### config.mk
export PLATFORM = sky130hd
export DESIGN_NAME = frame_buffer_flat
export DESIGN_NICKNAME = d
export VERILOG_FILES = /design/src/rtl/frame_pkg.sv /design/src/rtl/frame_buffer_if.sv /design/src/rtl/frame_buffer_rise_detect.sv /design/src/rtl/frame_buffer.sv /design/src/flat_wrapper.sv
export SDC_FILE = /design/constraint.sdc
export NUM_CORES = 1
export LEC_CHECK = 0
export ABC_AREA = 0
export CAP_MARGIN = 20
export CORE_UTILIZATION = 39
export DETAILED_ROUTE_END_ITERATION = 7
export PLACE_DENSITY = 0.6
export SYNTH_ARGS = -nofsm -noshare
export SYNTH_HDL_FRONTEND = slang
export SYNTH_HIERARCHICAL = 1
export SYNTH_SLANG_ARGS = --single-unit
### constraint.sdc
create_clock -name clk -period 7.1 [get_ports clk]
set_input_delay 2.13 -clock clk [delete_from_list [all_inputs] [get_ports clk]]
set_output_delay 2.13 -clock clk [all_outputs]
set_load 0.02 [all_outputs]
### src/rtl/frame_pkg.sv
// Shared geometry for the 8x8 double-buffered frame store and its bench.
package frame_pkg;
  localparam int ROWS    = 8;
  localparam int COLS    = 8;
  localparam int ROW_W   = $clog2(ROWS);
  localparam int FRAME_W = ROWS * COLS;
  localparam int CNT_W   = 16;

  function automatic logic [COLS-1:0] row_slice(input logic [FRAME_W-1:0] f, input int r);
    return f[r*COLS +: COLS];
  endfunction
endpackage

### src/rtl/frame_buffer_if.sv
// Write/commit bus plus frame-boundary and front-buffer outputs of frame_buffer.
interface frame_buffer_if
  import frame_pkg::*;
#(
  parameter int NR = frame_pkg::ROWS,
  parameter int NC = frame_pkg::COLS,
  parameter int CW = frame_pkg::CNT_W
);
  logic                   wr_valid;
  logic                   wr_ready;
  logic [$clog2(NR)-1:0]  wr_row;
  logic [NC-1:0]          wr_data;
  logic                   clear;
  logic                   commit;
  logic                   latch;
  logic                   commit_pending;
  logic [NR*NC-1:0]       frame_out;
  logic [CW-1:0]          frame_count;

  modport master (
    output wr_valid, wr_row, wr_data, clear, commit, latch,
    input  wr_ready, commit_pending, frame_out, frame_count
  );
  modport slave (
    input  wr_valid, wr_row, wr_data, clear, commit, latch,
    output wr_ready, commit_pending, frame_out, frame_count
  );
endinterface

### src/rtl/frame_buffer_rise_detect.sv
// Rising-edge detector; the delayed copy resets low so a level held high
// across reset release is reported as an edge.
module rise_detect (
  input  logic clk,
  input  logic rst,
  input  logic d,
  output logic rise
);
  logic d_q;

  always_ff @(posedge clk or posedge rst) begin
    if (rst) d_q <= 1'b0;
    else     d_q <= d;
  end

  assign rise = d & ~d_q;
endmodule

### src/rtl/frame_buffer.sv
// Double-buffered frame store: edits go to the back buffer, and a commit copies
// it to the front buffer only on the first cycle of the shifter's latch phase.
module frame_buffer #(
  parameter int ROWS  = frame_pkg::ROWS,
  parameter int COLS  = frame_pkg::COLS,
  parameter int CNT_W = frame_pkg::CNT_W
) (
  input  logic           clk,
  input  logic           rst,
  frame_buffer_if.slave  bus
);
  import frame_pkg::*;

  localparam int RW = $clog2(ROWS);

  logic [ROWS*COLS-1:0] back;
  logic [ROWS*COLS-1:0] front;
  logic                 pending;
  logic [CNT_W-1:0]     cnt;
  logic                 rise;

  rise_detect u_rise (
    .clk  (clk),
    .rst  (rst),
    .d    (bus.latch),
    .rise (rise)
  );

  // Back buffer is frozen while a commit waits, so the copied frame is exactly
  // what was visible when commit was accepted.
  assign bus.wr_ready       = ~pending;
  assign bus.commit_pending = pending;
  assign bus.frame_out      = front;
  assign bus.frame_count    = cnt;

  always_ff @(posedge clk or posedge rst) begin
    if (rst) begin
      back    <= '0;
      front   <= '0;
      pending <= 1'b0;
      cnt     <= '0;
    end else begin
      if (!pending) begin
        if (bus.clear) back <= '0;
        else if (bus.wr_valid)
          // Rows past ROWS match no slot, so such writes drop silently.
          for (int r = 0; r < ROWS; r++)
            if (bus.wr_row == RW'(r)) back[r*COLS +: COLS] <= bus.wr_data;
      end
      if (rise && pending) begin
        front   <= back;
        pending <= 1'b0;
        cnt     <= cnt + 1'b1;
      end else if (bus.commit && !pending) begin
        pending <= 1'b1;
      end
    end
  end
endmodule

### src/flat_wrapper.sv
// flat-port wrapper written by rule: the top's interface ports become plain ports
module frame_buffer_flat import frame_pkg::*;
#(
  parameter int ROWS  = frame_pkg::ROWS,
  parameter int COLS  = frame_pkg::COLS,
  parameter int CNT_W = frame_pkg::CNT_W
)
  (clk, rst, bus_wr_valid, bus_wr_row, bus_wr_data, bus_clear, bus_commit, bus_latch, bus_wr_ready, bus_commit_pending, bus_frame_out, bus_frame_count);
  frame_buffer_if bus_i ();
  input  logic clk;
  input  logic rst;
  input wire logic [$bits(bus_i.wr_valid)-1:0] bus_wr_valid;
  input wire logic [$bits(bus_i.wr_row)-1:0] bus_wr_row;
  input wire logic [$bits(bus_i.wr_data)-1:0] bus_wr_data;
  input wire logic [$bits(bus_i.clear)-1:0] bus_clear;
  input wire logic [$bits(bus_i.commit)-1:0] bus_commit;
  input wire logic [$bits(bus_i.latch)-1:0] bus_latch;
  output wire logic [$bits(bus_i.wr_ready)-1:0] bus_wr_ready;
  output wire logic [$bits(bus_i.commit_pending)-1:0] bus_commit_pending;
  output wire logic [$bits(bus_i.frame_out)-1:0] bus_frame_out;
  output wire logic [$bits(bus_i.frame_count)-1:0] bus_frame_count;
  assign bus_i.wr_valid = bus_wr_valid;
  assign bus_i.wr_row = bus_wr_row;
  assign bus_i.wr_data = bus_wr_data;
  assign bus_i.clear = bus_clear;
  assign bus_i.commit = bus_commit;
  assign bus_i.latch = bus_latch;
  assign bus_wr_ready = bus_i.wr_ready;
  assign bus_commit_pending = bus_i.commit_pending;
  assign bus_frame_out = bus_i.frame_out;
  assign bus_frame_count = bus_i.frame_count;
  frame_buffer #(.ROWS(ROWS), .COLS(COLS), .CNT_W(CNT_W)) u_core (.clk(clk), .rst(rst), .bus(bus_i));
endmodule
Yosys cells after proc, flatten, opt, wreduce, memory -nomap -nowiden
Index checks and enable logic that the tools add are counted.
{"block": "totals", "regBits": 146, "elab_cells": 57, "out_inout_bits": 82, "inputBits": 17}
{"block": "classes", "n_mux": 12, "eq_ne": 7, "bitwise": 3, "reduce_logical": 22, "addsub": 1}
{"op": "two-way mux 64 bit", "n": 2}
{"op": "two-way mux 8 bit", "n": 8}
{"op": "AND reduction 3 bit", "n": 8}
{"op": "nonzero test 2 bit", "n": 10}
{"op": "adder 16 x 1 -> 16 bit, second input constant", "n": 1}
{"op": "equality test 3 bit, second input constant", "n": 4}
{"op": "equality test 3 x 2 -> 1 bit, second input constant", "n": 2}
{"op": "equality test 3 x 1 -> 1 bit, second input constant", "n": 1}
{"op": "logical NOT 3 bit", "n": 1}
{"op": "logical AND 1 bit", "n": 2}
{"op": "two-way mux 1 bit", "n": 2}
{"op": "inverter 1 bit", "n": 2}
{"op": "AND 1 bit", "n": 1}
{"op": "logical NOT 1 bit", "n": 1}

Logic depth before layout (Yosys ltp)
Gate-level depths: netlist of run 1.
{"block": "depth", "ltp_word": 4, "mapped_depth": 7, "depth_no_buf": 5}

Cells and area by module
Netlist of run 1, hierarchy kept.
{"mod": "frame_buffer", "instances": 1, "seq_area_each_um2": 3628.5, "area_each_um2": 5521.5, "cells_each": 563}
{"mod": "rise_detect", "instances": 1, "seq_area_each_um2": 25.0, "area_each_um2": 42.5, "cells_each": 3}

Worst setup path before layout of run 1
No wires, ideal clock.
{"block": "synth_path", "path_type": "input port to flip-flop", "from": "input port bus_latch", "to": "register u_core.cnt[14] (netlist: u_core/bus.frame_count[14])", "path_buffers": 1, "setup_time_ns": 0.129, "cell_stages": 6, "required_time_ns": 6.971, "path_slack_ns": 3.763, "arrival_ns": 3.207, "cell_sequence": "nor2b_4 -> and2_1 -> buf_4 -> and4_4 -> or3b_1 -> xnor2_1"}
{"block": "synth_via", "elab_chain_cells": 2}
{"item": "start: declaration", "line_no": "flat_wrapper.sv:17", "source": "input wire logic [$bits(bus_i.latch)-1:0] bus_latch;"}
{"item": "AND 1 bit", "line_no": "frame_buffer_rise_detect.sv:16", "source": "assign rise = d & ~d_q;"}
{"item": "logical AND 1 bit", "line_no": "frame_buffer.sv:50", "source": "if (rise && pending) begin"}
{"item": "end signal: assignment", "line_no": "frame_buffer.sv:53", "source": "cnt <= cnt + 1'b1;"}
{"item": "end: declaration", "line_no": "frame_buffer.sv:19", "source": "logic [CNT_W-1:0] cnt;"}
Every way passes these cells.
A chain may end at the register's enable or synchronous reset.

Final worst setup path of run 1
{"block": "layout_path", "from": "register u_core.pending (netlist: u_core/bus.commit_pending)", "to": "output port bus_wr_ready"}
{"block": "layout_via", "elab_chain_cells": 1}
{"item": "start: declaration", "line_no": "frame_buffer.sv:18", "source": "logic pending;"}
{"item": "start signal: assignment", "line_no": "frame_buffer.sv:40", "source": "pending <= 1'b0;"}
{"item": "start signal: assignment", "line_no": "frame_buffer.sv:52", "source": "pending <= 1'b0;"}
{"item": "start signal: assignment", "line_no": "frame_buffer.sv:55", "source": "pending <= 1'b1;"}
{"item": "inverter 1 bit (no source line)"}
{"item": "end: declaration", "line_no": "flat_wrapper.sv:18", "source": "output wire logic [$bits(bus_i.wr_ready)-1:0] bus_wr_ready;"}
Every way passes these cells.

==> impl_metrics.ini, run 1 <==
[routing]
routed-wl-met3_um = 628
via_per_inst = 4.77
vias = 4073
drt_pass1_iterations = 4
top_layer = met4
routedWlPerCell_um = 14.5
wirelength_um = 12400
met1Wirelength_um = 5540
drtAntennaViolNets = 0
drc = 0
wl_met2_um = 6130
drt_iter0_drc = 209

[grt]
gr-total-overflow = 0
grt_pass1_vias = 3931
grt.total_usage = 0.183
antenna_found_initial = 0
grt_first_pass_wirelength_um = 20200
grt_max_degree = 104

[floorplanning]
row_count = 43
dieArea_sq_um = 14700
ios = 99
die_y_um = 121
floorplan.initialDensity = 0.401
core-area_sq_um = 13900
fp.dieW_um = 121

[yosys]
synth_top_cell_by_area = dfrtp_1
synthTopCellsByCount = 257 x nand2_1, 146 x dfrtp_1, 65 x o21ai_0
synth-edff-count = 0
syn_nets = 584
syn-instance-count = 566
ys_top_cells_by_area = dfrtp_1 66%, nand2_1 17%, o21ai_0 5.8%, xnor2_1 1.6%, clkbuf_1 1.5%
yosysSeqAreaShare = 0.657
yosys_register_bits = 146
synthesis.area_sq_um = 5560
yosysTopAreaCellShare = 0.657
avgSynthCellArea_sq_um = 9.83
synth_most_common_cell = nand2_1
synth.distinct_cells = 28
synth_warnings = 6
async_flop_share = 1.00
ys.flop_type = dfrtp_1

[final_layout]
nNetsFinal = 679
drive_gt1_frac = 0.0579
antenna_cells = 0
syn_to_final_growth_pct = 31.8
nFillCells = 1267
final_cells = 853

[pwr]
ir_worst_vdd_mv = 0.201
p_switching_uw = 909
p_leak_uw = 0.00354
internal-power_uw = 2030
switching_share = 0.309
clkPwrFrac = 0.315
power_frac_seq = 0.415
p_per_area_nw_per_um2 = 401
pwr-share-comb = 0.270
power_uw = 2940

[clock_tree]
postCtsHoldBufs = 0
cts_max_path_buffers = 2
cts_setup_buffers = 0
cts_resized = 0
clkTransAtPathRegs_ns = 0.06
cts_tree = done
cts-root-buf = clkbuf_16
cts.htree.levels = 4
clkLatencyLatePin_ns = 0.42
numCtsBuffers = 17
cts.sinks = 146

[sta]
finalHoldViolations = 0
period_needed_ns = 4.33
finClkSkew_ns = 0.00978
relSlewSlack = 0.397
post-route-period-util = 0.610
rsz0062_at_grt = false
whs_ns = 0.465
setup_viol = 0
fin_ws_ns = 2.77
fin_setup_tns_ns = 0
maxSlewViolCount = 0
worstMarginPinSlew_ns = 0.898
max_freq_mhz = 231

[run_status]
outcome = complete, no violations

[setup_path]
criticalPathCategory = register to output port
crit_chain = clkinv_1, clkdlybuf4s50_1
cpPeakStageDelay_ns = 0.69
critPathRequiredTime_ns = 4.97
startpoint_type = register
arrival_ns = 2.20
crit_fanout = 20
crit_slowest_cell = dfrtp_1
crit_buf_inv = 2
critPathTopFamily = buffers and inverters
critPathCaptureType = output port

[worst_hold_path]
holdCritPathClass = register to register

[place]
globalplace.congestion = 0.758
numPlacedInstances = 821
dpl_worst_slack_ns = 2.60
dp_hpwl_um = 8080
port_buffers = 98

[run]
maxCapViolCount = 0
through the flow:
step                utilization  area [sq um]
floorplan                     -          5560
global placement          0.482          6690
detailed placement        0.483          6710
CTS                       0.528          7320
global route              0.528          7330
finish                    0.528          7330
final timing paths:
path                                      startpoint                    endpoint  slack [ns]  cells after the start
max                        u_core/bus.commit_pending                bus_wr_ready        2.77                      2
min                                  u_core/back[58]    u_core/bus.frame_out[58]        0.46                      2
max reg2reg                u_core/bus.commit_pending  u_core/bus.frame_count[14]        4.60                      5
min reg2reg                          u_core/back[58]    u_core/bus.frame_out[58]        0.46                      2
max in group asynchronous                        rst             u_core/back[35]        3.68                      3
min in group asynchronous                        rst           u_core/u_rise/d_q        1.97                      2
area by class of cell:
type	instances	area (sq um)	area share
Multi-Input combinational cell	389	1790	0.244
Sequential cell	146	3650	0.498
Tap cell	180	225	0.0307
Timing Repair Buffer	102	1020	0.140
Clock inverter	11	160	0.0218
Clock buffer	20	457	0.0623
Inverter	5	23.8	0.00324
cell families (layout without fill, tap and decap cells):
kind of cell	count (synthesis)	in the layout	synth area share
xor+xnor	15	15	0.0236
fa+ha+maj	1	1	0.00225
simple gates	292	292	0.218
compound gates	81	81	0.0771
flops	146	146	0.657
buf+inv	31	138	0.0227
cell usage in the layout, fill, tap and decap left out, types with 7 or more instances in the layout:
| cell | count |
|---|---|
| nand2_1 | 256 |
| clkbuf_16 | 17 |
| xnor2_1 | 10 |
| o21ai_1 | 7 |
| clkdlybuf4s50_1 | 98 |
| o21ai_0 | 65 |
| o31ai_1 | 8 |
| dfrtp_1 | 146 |
| nand2b_1 | 8 |
power by group through the flow:
stage	clock network, uW	registers [uW]	logic [uW]
2_1_floorplan	0	1380	252
3_5_place_dp	0	1230	802
5_1_grt	987	1260	873
3_3_place_gp	0	1230	786
4_1_cts	947	1220	806
6_report	925	1220	795
worst reg2reg max path: stages, from the launching register on:
cell     delay (ns)
dfrtp_1        0.69
and2_2         0.24
buf_4          0.57
and4_4         0.40
or3b_1         0.36
xnor2_1        0.13
registers in the layout, indices dropped and copies added (netlist names):
| name | cells |
|---|---|
| u_core/back | 64 |
| u_core/bus.frame_count | 16 |
| u_core/bus.frame_out | 64 |
| u_core/u_rise/d_q | 1 |
| u_core/bus.commit_pending | 1 |
metal layers:
layer	vias to the layer above	track usage
met5	-	0
met4	0	0.0748
met3	7	0.0465
met2	104	0.287
met1	1948	0.240
li1	2014	-
Power figures use the tool's default switching activity.
==> inputs of run 2 (changes only) <==
PLACE_DENSITY = 0.63   (was 0.6)
clock period = 3.85 ns   (was 7.1 ns; I/O delays follow)
==> run 2 against run 1 <==
Register-to-register slack lost 2.9 ns. Die area did not move. Total power is 86% higher. Sequential share of layout area shrank 0.22 points. Worst setup slack lost 2.1 ns. Combinational power increased by 86%. Flip-flop and latch count is the same. Routed wire length rose by 4.4%. Final cell count grew 0.47%. Final area increased by 0.44%. Via count is 2.0% higher. Critical path depth unchanged.
==> impl_metrics.ini, run 2 (same netlist as run 1, synthesis figures left out) <==
[run_status]
outcome = complete, no violations

[sta]
setup_viol = 0
maxSlewViolCount = 0
post-route-period-util = 0.817
relSlewSlack = 0.377
rsz0062_at_grt = false
max_freq_mhz = 318
finClkSkew_ns = 0.00640
period_needed_ns = 3.15
worstMarginPinSlew_ns = 0.928
fin_setup_tns_ns = 0
finalHoldViolations = 0

[clock_tree]
numCtsBuffers = 17
cts.htree.levels = 4
cts-root-buf = clkbuf_16
cts_setup_buffers = 0
cts_resized = 0
clkLatencyLatePin_ns = 0.42
cts.sinks = 146
clkTransAtPathRegs_ns = 0.06
cts_tree = done
postCtsHoldBufs = 0
cts_max_path_buffers = 2

[final_layout]
layout_commonest_cell = nand2_1
nNetsFinal = 682
design_area_sq_um = 7360
syn_to_final_growth_pct = 32.3
drive_gt1_frac = 0.0635
antenna_cells = 0
final_cell_mix = 256 x nand2_1, 146 x dfrtp_1, 98 x clkdlybuf4s50_1

[floorplanning]
ios = 99
dieArea_sq_um = 14700
row_count = 43
die_y_um = 121
fp.dieW_um = 121
core-area_sq_um = 13900
floorplan.initialDensity = 0.401

[routing]
drt_pass1_iterations = 6
wirelength_um = 13000
drt_iter0_drc = 268
drc = 0
via_per_inst = 4.85
drtAntennaViolNets = 0
vias = 4153
routedWlPerCell_um = 15.1

[setup_path]
crit_fanout = 20
startpoint_type = register
criticalPathCategory = register to output port
r2r_cells = 4
critPathCaptureType = output port
arrival_ns = 1.99
critPathRequiredTime_ns = 2.69

[grt]
gr-total-overflow = 0
antenna_found_initial = 0
grt_pass1_vias = 4090
grt_first_pass_wirelength_um = 20500
grt_max_degree = 146
grt.total_usage = 0.187

[pwr]
ir_worst_vdd_mv = 0.330
p_leak_uw = 0.00356
internal-power_uw = 3770
clkPwrFrac = 0.316
switching_share = 0.311
pwr-share-comb = 0.271
p_switching_uw = 1700
power_frac_seq = 0.413
p_per_area_nw_per_um2 = 744

[worst_hold_path]
holdCritPathClass = register to register
worstHoldPathCells = 2

[place]
dp_hpwl_um = 8290
port_buffers = 98
globalplace.congestion = 0.735
placed_cell_area_sq_um = 6730

[run]
maxCapViolCount = 0
run 2: cell types whose count changed in the layout (fill, tap and decap cells not counted), sizes merged:
cell and change:
clkbuf +1, clkinv +1, inv -1, buf +3
run 2: power by group through the flow:
stage,combinational [uW],sequential (uW),clock (uW)
finish,1480,2260,1730
global route,1620,2320,1830
CTS,1500,2270,1770
detailed placement,1490,2280,0
global placement,1460,2270,0
floorplan,465,2550,0
run 2: final cells by class:
type / instances / area, sq um
clock inverters: 11 / 158
clock buffers: 21 / 470
well taps: 180 / 225
fillers: 1245 / 6520
multi-input cells: 389 / 1790
flip-flops and latches: 146 / 3650
inverters: 5 / 22.5
repair buffers: 105 / 1050
run 2: through the flow:
stage	power, uW	cells	worst slack [ns]	hold slack, ns	util
2_1_floorplan	3020	566	0.876	0.432	-
3_3_place_gp	3740	824	0.734	0.453	0.485
3_5_place_dp	3780	824	0.662	0.456	0.485
4_1_cts	5530	856	0.673	0.471	0.530
5_1_grt	5760	857	0.543	0.491	0.530
6_report	5470	857	0.705	0.468	0.530
run 2: worst max-delay path, stage by stage, from the launching register on:
cell and delay, ns:
dfrtp_1 0.68, clkinv_1 0.29, clkdlybuf4s50_1 0.60
run 2: final timing paths:
kind | to | slack (ns) | startpoint
max in group asynchronous | u_core/bus.frame_out[27] | 1.95 | rst
hold reg to reg | u_core/bus.frame_out[16] | 0.47 | u_core/back[16]
setup reg to reg | u_core/back[52] | 1.74 | u_core/bus.commit_pending
hold / removal | u_core/bus.frame_out[16] | 0.47 | u_core/back[16]
setup / recovery | bus_wr_ready | 0.70 | u_core/bus.commit_pending
min in group asynchronous | u_core/u_rise/d_q | 0.95 | rst
run 2: per-layer routing:
metal  up-vias  GRT usage  share of wire
met5         -          0              0
met4         0     0.0926          0.022
met3        20     0.0399          0.042
met2        99      0.280           0.46
met1      2017      0.255           0.47
li1       2017          -              -
==> inputs of run 3 (changes only) <==
clock period = 2.6 ns   (was 3.85 ns; I/O delays follow)
==> run 3 against run 2 <==
First-iteration DRC count is 8.2% higher. Register-to-register slack lost 0.78 ns. Non-clock buffer count up 6. Combinational power is 51% higher. Clock-buffer cell count decreased by 1. Utilization rose by 0.31 points. Critical path depth stayed put. Sequential share of layout area down 0.29 points. Clock power increased by 43%. Worst setup slack worse by 0.49 ns. Worst hold slack got worse by 0.0013 ns. Critical path type unchanged. Critical endpoint is now bus_commit_pending. Highest routed layer unchanged.
==> impl_metrics.ini, run 3 (same netlist as run 1, synthesis figures left out) <==
[sta]
period_needed_ns = 2.38
whs_ns = 0.466
maxSlewViolCount = 0
max_freq_mhz = 420
post-route-period-util = 0.915
finalHoldViolations = 0
finClkSkew_ns = 0.00843
worstMarginPinSlew_ns = 0.961
setup_viol = 0
relSlewSlack = 0.355
rsz0062_at_grt = false

[worst_hold_path]
worstHoldPathCells = 1
hp-start = u_core/bus.frame_count[15]
hold_end = u_core/bus.frame_count[15]
holdCritPathClass = register to register

[setup_path]
r2r-end = u_core/bus.frame_count[15]
crit_slowest_cell = clkdlybuf4s50_1
r2r-start = u_core/bus.commit_pending
reg2reg_slack_ns = 0.96
r2r_cells = 6
crit_fanout = 19
criticalPathCategory = register to output port
critPathTopFamily = buffers and inverters
crit_buf_inv = 2
startpoint_type = register
crit_chain = buf_4, clkdlybuf4s50_1
cpPeakStageDelay_ns = 0.63
critPathCaptureType = output port
critPathRequiredTime_ns = 1.82
arrival_ns = 1.60

[floorplanning]
ios = 99
dieArea_sq_um = 14700
core-area_sq_um = 13900
fp.dieW_um = 121
floorplan.initialDensity = 0.401
row_count = 43
die_y_um = 121

[clock_tree]
numCtsBuffers = 17
cts-root-buf = clkbuf_16
clkTransAtPathRegs_ns = 0.06
postCtsHoldBufs = 0
cts_setup_buffers = 0
cts.htree.levels = 4
cts_resized = 0
cts_tree = done
cts.sinks = 146
clkLatencyLatePin_ns = 0.41
cts_max_path_buffers = 2

[final_layout]
seqCellArea_sq_um = 3650
layout_commonest_cell = nand2_1
nFillCells = 1262
nNetsFinal = 688
syn_to_final_growth_pct = 33.1
antenna_cells = 0
multi_input_area_sq_um = 1790
final_cell_mix = 256 x nand2_1, 146 x dfrtp_1, 98 x clkdlybuf4s50_1
drive_gt1_frac = 0.0717
design_area_sq_um = 7410

[run]
maxCapViolCount = 0

[place]
globalplace.congestion = 0.793
port_buffers = 98
placed_cell_area_sq_um = 6790
dp_hpwl_um = 8420

[routing]
vias = 4188
drc = 0
wirelength_um = 12800
routedWlPerCell_um = 14.8
drt_iter0_drc = 290
via_per_inst = 4.85
drtAntennaViolNets = 0
drt_pass1_iterations = 4

[grt]
grt_max_degree = 90
grt_first_pass_wirelength_um = 21300
grt_pass1_vias = 4178
grt.total_usage = 0.190
gr-total-overflow = 0
antenna_found_initial = 0

[pwr]
p_per_area_nw_per_um2 = 1090
p_leak_uw = 0.00357
ir_worst_vdd_mv = 0.565

[run_status]
outcome = complete, no violations
-- run 3: per-layer routing --
| layer | part of all wire | global-route usage | wire length (um) |
|---|---|---|---|
| met4 | 0.019 | 0.0802 | 249 |
| met3 | 0.040 | 0.0329 | 516 |
| met1 | 0.48 | 0.273 | 6190 |
| met5 | 0 | 0 | 0 |
| met2 | 0.46 | 0.284 | 5840 |
-- run 3: worst max path at each step --
stage,end,depth (start not counted),from
after detailed placement,u_core/back[5],4,bus_wr_valid
after global routing,bus_commit_pending,2,u_core/bus.commit_pending
final,bus_commit_pending,2,u_core/bus.commit_pending
after global placement,u_core/back[2],4,bus_wr_valid
after CTS,bus_commit_pending,2,u_core/bus.commit_pending
after floorplan,u_core/back[0],1,rst
-- run 3: layout make-up --
cell class                      instances  share of cell area
Inverter                                5             0.00304
Clock buffer                           20              0.0617
Clock inverter                         12              0.0211
Sequential cell                       146               0.493
Multi-Input combinational cell        389               0.241
Tap cell                              180              0.0304
Timing Repair Buffer                  111               0.149
-- run 3: power by group --
| group | leakage (uW) | total [uW] | internal (uW) | switching (uW) |
|---|---|---|---|---|
| registers | 0.00191 | 3330 | 2930 | 399 |
| clock network | 0.000289 | 2480 | 1560 | 922 |
| logic | 0.00136 | 2230 | 1000 | 1220 |
-- run 3: metrics by stage --
step           setup TNS [ns]  power [uW]  setup slack, ns  instances  utilization
4_1_cts                     0        8130            0.198        863        0.534
6_report                    0        8040            0.220        863        0.534
5_1_grt                     0        8510            0.152        863        0.534
3_5_place_dp           -0.225        5620          -0.0408        831        0.489
2_1_floorplan               0        4470         0.000969        566            -
3_3_place_gp                0        5560           0.0420        831        0.489
